[config.mk]
export PLATFORM = sky130hd
export DESIGN_NAME = prio_encoder_latched
export DESIGN_NICKNAME = d
export VERILOG_FILES = /design/src/rtl/prio_encoder_latched.sv
export SDC_FILE = /design/constraint.sdc
export NUM_CORES = 1
export LEC_CHECK = 0
export CAP_MARGIN = 25
export CORE_MARGIN = 4
export CORE_UTILIZATION = 25
export CTS_CLUSTER_DIAMETER = 150
export DETAILED_ROUTE_END_ITERATION = 10
export GPL_ROUTABILITY_DRIVEN = 0
export MAX_ROUTING_LAYER = met4
export PLACE_DENSITY = 0.58
export SYNTH_ARGS = -nofsm -noshare
export SYNTH_HDL_FRONTEND = slang
export SYNTH_SLANG_ARGS = --single-unit
export TNS_END_PERCENT = 1
[constraint.sdc]
create_clock -name clk -period 1.7 [get_ports clk]
set_clock_uncertainty 0.2 [all_clocks]
set_input_delay 0.34 -clock clk [delete_from_list [all_inputs] [get_ports clk]]
set_output_delay 0.34 -clock clk [all_outputs]
set_load 0.01 [all_outputs]
[src/rtl/prio_encoder_latched.sv]
// rtl/prio_encoder_latched.sv - registered priority encoder with pending latch and valid/ack handshake
// Optional rotating priority is compiled in with ROTATE_PRIO_EN; the default build is fixed priority.

module prio_encoder_latched #(
  parameter int N = 8,
  localparam int W = (N > 1) ? $clog2(N) : 1
) (
  input  logic         clk,
  input  logic         rst_n,
  input  logic [N-1:0] req,
  input  logic         ack,
  output logic [W-1:0] code,
  output logic         valid,
  output logic [N-1:0] pend
);

  typedef enum logic {
    IDLE    = 1'b0,
    PRESENT = 1'b1
  } state_t;

  state_t       state;
  state_t       state_next;
  logic [W-1:0] code_next;
  logic [W-1:0] sel;
  logic         accept;
  logic [N-1:0] clr_mask;
  logic [N-1:0] pend_next;

`ifdef ROTATE_PRIO_EN
  logic [W-1:0] ptr;
  logic [W-1:0] ptr_next;

  // Search downward from ptr, wrapping from 0 back to N-1; first set bit wins.
  always_comb begin : sel_rotate
    int   idx;
    logic found;
    sel   = '0;
    found = 1'b0;
    idx   = 0;
    for (int k = 0; k < N; k++) begin
      idx = int'(ptr) - k;
      if (idx < 0) begin
        idx = idx + N;
      end
      if (!found && pend[W'(idx)]) begin
        sel   = W'(idx);
        found = 1'b1;
      end
    end
  end
`else
  // Ascending scan so the highest set index is the last one written.
  always_comb begin : sel_fixed
    sel = '0;
    for (int i = 0; i < N; i++) begin
      if (pend[W'(i)]) begin
        sel = W'(i);
      end
    end
  end
`endif

  assign accept    = (state == PRESENT) && ack;
  assign clr_mask  = accept ? (N'(1) << code) : '0;
  // The OR with req comes last so a same-cycle set beats the clear.
  assign pend_next = (pend & ~clr_mask) | req;

  always_comb begin
    state_next = state;
    code_next  = code;
    valid      = 1'b0;
`ifdef ROTATE_PRIO_EN
    ptr_next   = ptr;
`endif
    case (state)
      IDLE: begin
        if (pend != '0) begin
          code_next  = sel;
          state_next = PRESENT;
        end
      end
      PRESENT: begin
        valid = 1'b1;
        if (ack) begin
          state_next = IDLE;
`ifdef ROTATE_PRIO_EN
          ptr_next   = (code == '0) ? W'(N - 1) : code - W'(1);
`endif
        end
      end
      default: begin
        state_next = IDLE;
      end
    endcase
  end

  always_ff @(posedge clk) begin
    if (!rst_n) begin
      state <= IDLE;
      pend  <= '0;
      code  <= '0;
`ifdef ROTATE_PRIO_EN
      ptr   <= W'(N - 1);
`endif
    end else begin
      state <= state_next;
      pend  <= pend_next;
      code  <= code_next;
`ifdef ROTATE_PRIO_EN
      ptr   <= ptr_next;
`endif
    end
  end

endmodule

-- Word level (Yosys, flattened, before mapping)
Cells that the tools add are included.
- bits in registers: 12
- memories: 0
- bits in latches: 0
- input bits: 11
- RAM bits: 0
- ROM bits: 0
- equality and inequality tests: 0
- multipliers: 0
- add/sub/neg operators: 0
- magnitude comparators: 0
- mux-type cells: 8
- div/mod/pow operators: 0
- reductions and logical operators: 3
- shift-type cells: 1
- bitwise operators: 4
- operators by type and width (operator ; number):
    8-bit AND ; 1
    8-bit two-way mux ; 1
    8-bit inverter ; 1
    8-bit bitwise OR ; 1
    8-bit nonzero test ; 1
    1-bit by 3-bit left shift with 8-bit output, first input constant ; 1
    1-bit two-way mux ; 4
    3-bit two-way mux ; 1
    2-bit two-way mux ; 1
    1-bit case mux with 2 select lines ; 1
    2-bit AND reduction ; 1
    1-bit logical AND ; 1
    1-bit inverter ; 1

-- Logic depth before layout (Yosys ltp)
Gate-level depths: netlist (run 1).
- word-level depth: 5
- gate-level depth with buffers: 3
- mapped depth without buffers: 3

-- Least setup slack after synthesis (run 1)
Ideal clock, no wire load.
- kind: flip-flop to flip-flop
- from: register pend[1]
- to: register state
- required time: 1.384 ns
- arrival time: 0.902 ns
- buffers on the path: 0
- setup slack: 0.482 ns
- cell stages (with the launch flop): 4
- library setup time: 0.116 ns
- cells stage by stage: dfxtp_1 -> nor4_2 -> nand2_1 -> o211a_1
- word-level cells in the longest chain between the ends: 3
- ends and longest elaborated chain (item ; RTL line ; RTL):
    start, declared ; 14 ; output logic [N-1:0] pend
    start signal, assigned ; 108 ; pend <= pend_next;
    8-bit nonzero test ; 78 ; if (pend != '0) begin
    1-bit two-way mux ; 78 ;
    1-bit case mux with 2 select lines ; 76 ; case (state)
    end signal, assigned ; 107 ; state <= state_next;
    end, declared ; 22 ; state_t state;
No other way between the ends.
A chain may end at the register's enable or synchronous reset.

-- Worst setup path in the final report (run 1)
- from: register pend[2]
- to: output pend[2]
No word-level cell between the ends.

==> results of run 1 <==
## worst max path at each step
stage	start	end	cells past startpoint
2_1_floorplan	pend[1]$_SDFF_PN0_	state$_SDFF_PN0_	3
3_3_place_gp	ack	pend[0]$_SDFF_PN0_	4
3_5_place_dp	ack	pend[0]$_SDFF_PN0_	4
4_1_cts	state$_SDFF_PN0_	valid	1
5_1_grt	pend[3]$_SDFF_PN0_	pend[3]	1
6_report	pend[2]$_SDFF_PN0_	pend[2]	1
## repair_timing
action                                  in CTS  in global routing
gates cloned                                 0                  0
hold buffers                                 0                  0
endpoints found under the setup margin      10                  1
gates resized for setup                     13                  1
## synthesized netlist by cell type
cell / number
nor2_1: 12
a21oi_1: 5
nand4b_1: 2
nor4_2: 1
mux2i_1: 1
nand2_1: 4
clkinv_1: 1
nand4_1: 1
inv_1: 1
o32ai_1: 1
and2b_2: 1
o31ai_1: 1
buf_4: 1
dfxtp_1: 11
conb_1: 1
o211a_1: 1
o21ai_0: 1
nor4_4: 1
## placed cells by master (no fill, tap or decap)
cell             netlist  routed
a21oi_1                5       5
buf_4                  1       3
nor2_1                12      12
dfxtp_2                0       3
clkbuf_4               0       3
o32ai_1                1       1
conb_1                 1       1
nand2_1                4       4
nor4_4                 1       1
mux2i_1                1       1
nand4b_1               2       2
and2b_2                1       1
nor4_2                 1       1
dfxtp_1               11       8
dlymetal6s2s_1         0       1
o21ai_0                1       1
inv_1                  1       1
clkdlybuf4s50_1        0      10
o31ai_1                1       1
o211a_1                1       1
clkbuf_1               0       1
dlygate4sd2_1          0      10
nand4_1                1       1
clkinv_1               1       1
## stage by stage
step	cell area, sq um	instances	utilization, %	power [mW]	hold slack (ns)
finish	696.9	90	44.21	0.5856	0.2956
global route	696.9	90	44.21	0.6228	0.3211
CTS	694.4	90	44.05	0.6021	0.2967
detailed placement	676.9	86	42.94	0.4328	0.3059
global placement	676.9	86	42.94	0.4315	0.2974
floorplan	431.7	47	-	0.3536	0.2574
## layout make-up
cell class | count | share of cell area [%]
tap | 16 | 2.873
clock buffer | 4 | 3.770
sequential | 11 | 32.14
inverter | 2 | 1.077
multi-input combinational | 33 | 28.19
timing repair buffer | 24 | 31.96
## worst register-to-register path: cells and delay by family, from the launching register on
kind / cells / cell delay, ns
AND/OR/NAND/NOR: 1 / 0.33
AO/OA/AOI/OAI: 1 / 0.15
multiplexers: 1 / 0.13
flip-flops: 1 / 0.34
## metal layers
metal / track usage (%) / routed length [microns]
met5: - / 0
met4: 6.912 / 0
met3: 3.313 / 79
met2: 14.10 / 481
met1: 10.91 / 474
## registers in the layout, summed over array words and instances, names as in the netlist
signal  count
code        2
pend        8
state       1
## power groups by stage
stage | Clock [mW] | Combinational (mW) | Sequential [mW]
2_1_floorplan | 0 | 0.0369 | 0.317
3_3_place_gp | 0 | 0.124 | 0.308
3_5_place_dp | 0 | 0.124 | 0.308
4_1_cts | 0.187 | 0.113 | 0.302
5_1_grt | 0.197 | 0.120 | 0.306
6_report | 0.173 | 0.110 | 0.302
## kinds of logic (layout without fill, tap and decap cells)
kind of cell | after synthesis | count (layout)
AOI/OAI and AO/OA | 9 | 9
buffers and inverters | 3 | 30
DFF | 11 | 11
muxes | 1 | 1
other | 1 | 1
and+or+nand+nor | 22 | 22
==> impl_metrics.env, run 1 <==
export IMPL_ys_seq_area_share_pct=51.01
export IMPL_num_nets_final=86
export IMPL_track_usage_pct=9.659
export IMPL_hold_violations=0
export IMPL_hold_class="register to register"
export IMPL_yosys_area_top_type_share_pct=51.01
export IMPL_ys_seq_elements=11
export IMPL_drt_first_pass_iters=1
export IMPL_crit_family="flip-flops"
export IMPL_pin_count=23
export IMPL_portBuffers=21
export IMPL_run_status="finished clean"
export IMPL_worstHoldPathCells=2
export IMPL_fin_ws_ns=0.2110
export IMPL_period_share_pct=87.59
export IMPL_hp_start="code[0]$_SDFFE_PN0P_"
export IMPL_initial_core_util_pct=27.38
export IMPL_cp_end_kind="output pin"
export IMPL_rsz0062_at_grt="false"
export IMPL_numCtsBuffers=3
export IMPL_leakagePower_nw=0.3156
export IMPL_tritoncts="yes"
export IMPL_p_sw_mw=0.1500
export IMPL_syn_area_sq_um=431.7
export IMPL_post_cts_setup_buffers=0
export IMPL_worstPathCellList="dlygate4sd2_1"
export IMPL_n_antenna_cell=0
export IMPL_ant_nets=0
export IMPL_place_ws_ns=0.1444
export IMPL_synth_compound_area_share_pct=13.04
export IMPL_seqPwrFrac_pct=51.6
export IMPL_drive_above_1_share_pct=16.22
export IMPL_synth_top_area_cell="dfxtp_1"
export IMPL_htreeDepth=1
export IMPL_core_sq_um=1577
export IMPL_yosys_warnings=0
export IMPL_ys_types=18
export IMPL_vias_per_cell=4.622
export IMPL_synth_nets=58
export IMPL_die_y_microns=49.56
export IMPL_insertion_delay_ns=0.26
export IMPL_fp_dieW_microns=49.56
export IMPL_fillerInstances=174
export IMPL_drtIter0Drc=0
export IMPL_vias=416
export IMPL_clock_sinks=11
export IMPL_rrSetupSlack_ns=0.43
export IMPL_fin_crit_ns=1.489
export IMPL_gr_total_overflow=0
export IMPL_grt_pass1_vias=395
export IMPL_grt_max_degree=9
export IMPL_setup_violations=0
export IMPL_antenna_found_initial=0
export IMPL_cp_required_ns=1.16
export IMPL_crit_slowest_cell="dfxtp_1"
export IMPL_synth_simple_area_share_pct=29.28
export IMPL_multiInputGateArea_sq_um=196.4
export IMPL_combPwrFrac_pct=18.8
export IMPL_clock_path_buffers=2
export IMPL_die_area_sq_um=2456
export IMPL_setup_tns_final_ns=0
export IMPL_syn_area_per_cell_sq_um=9.184
export IMPL_sw_frac_of_total_pct=25.61
export IMPL_drv_cap=0
export IMPL_route_detailed_drc=0
export IMPL_fmax_mhz=671.6
export IMPL_ir_worst_vdd_uv=298.4
export IMPL_synth_fa_ha_area_share_pct=0
export IMPL_post_dp_hpwl_microns=819.3
export IMPL_worstSetupStartpointType="register"
export IMPL_drv_slew=0
export IMPL_drt_total_wl_microns=1035
export IMPL_clock_root_buffer="clkbuf_4"
export IMPL_path_class="register to output pin"
export IMPL_worstReg2RegEnd="code[0]$_SDFFE_PN0P_"
export IMPL_synthTopCellsByArea="dfxtp_1 (51%), nor2_1 (10%), a21oi_1 (5.8%)"
export IMPL_worstRegToRegCells=3
export IMPL_synth_cells=47
export IMPL_synth_top_family_by_area="simple AND/OR/NAND/NOR gates"
export IMPL_seq_area_sq_um=224.0
export IMPL_min_delay_worst_endpoint="code[0]$_SDFFE_PN0P_"
export IMPL_p_clk_share_pct=29.5
export IMPL_syn_to_final_growth_pct=61.45
export IMPL_worstReg2RegStart="pend[1]$_SDFF_PN0_"
export IMPL_path_clk_slew_ns=0.07
export IMPL_cp_arrival_ns=0.95
export IMPL_path_buf_inv=1
export IMPL_wl_per_cell_microns=11.50
export IMPL_grt_pass1_wl_microns=1725
export IMPL_p_per_area_nw_per_um2=840.2
export IMPL_internal_power_mw=0.4356
export IMPL_muxShareOfSynthArea_pct=2.319
export IMPL_path_max_fanout=5
export IMPL_synth_xor_area_share_pct=0
export IMPL_max_stage_delay_ns=0.40
export IMPL_rows=14
(Power assumes the default switching activity.)
==> run 2, diff against run 1 <==
GPL_ROUTABILITY_DRIVEN = not set   (was 0)
==> results of run 2 <==
The final DEF is identical to that of run 1; final timing and power are the same.
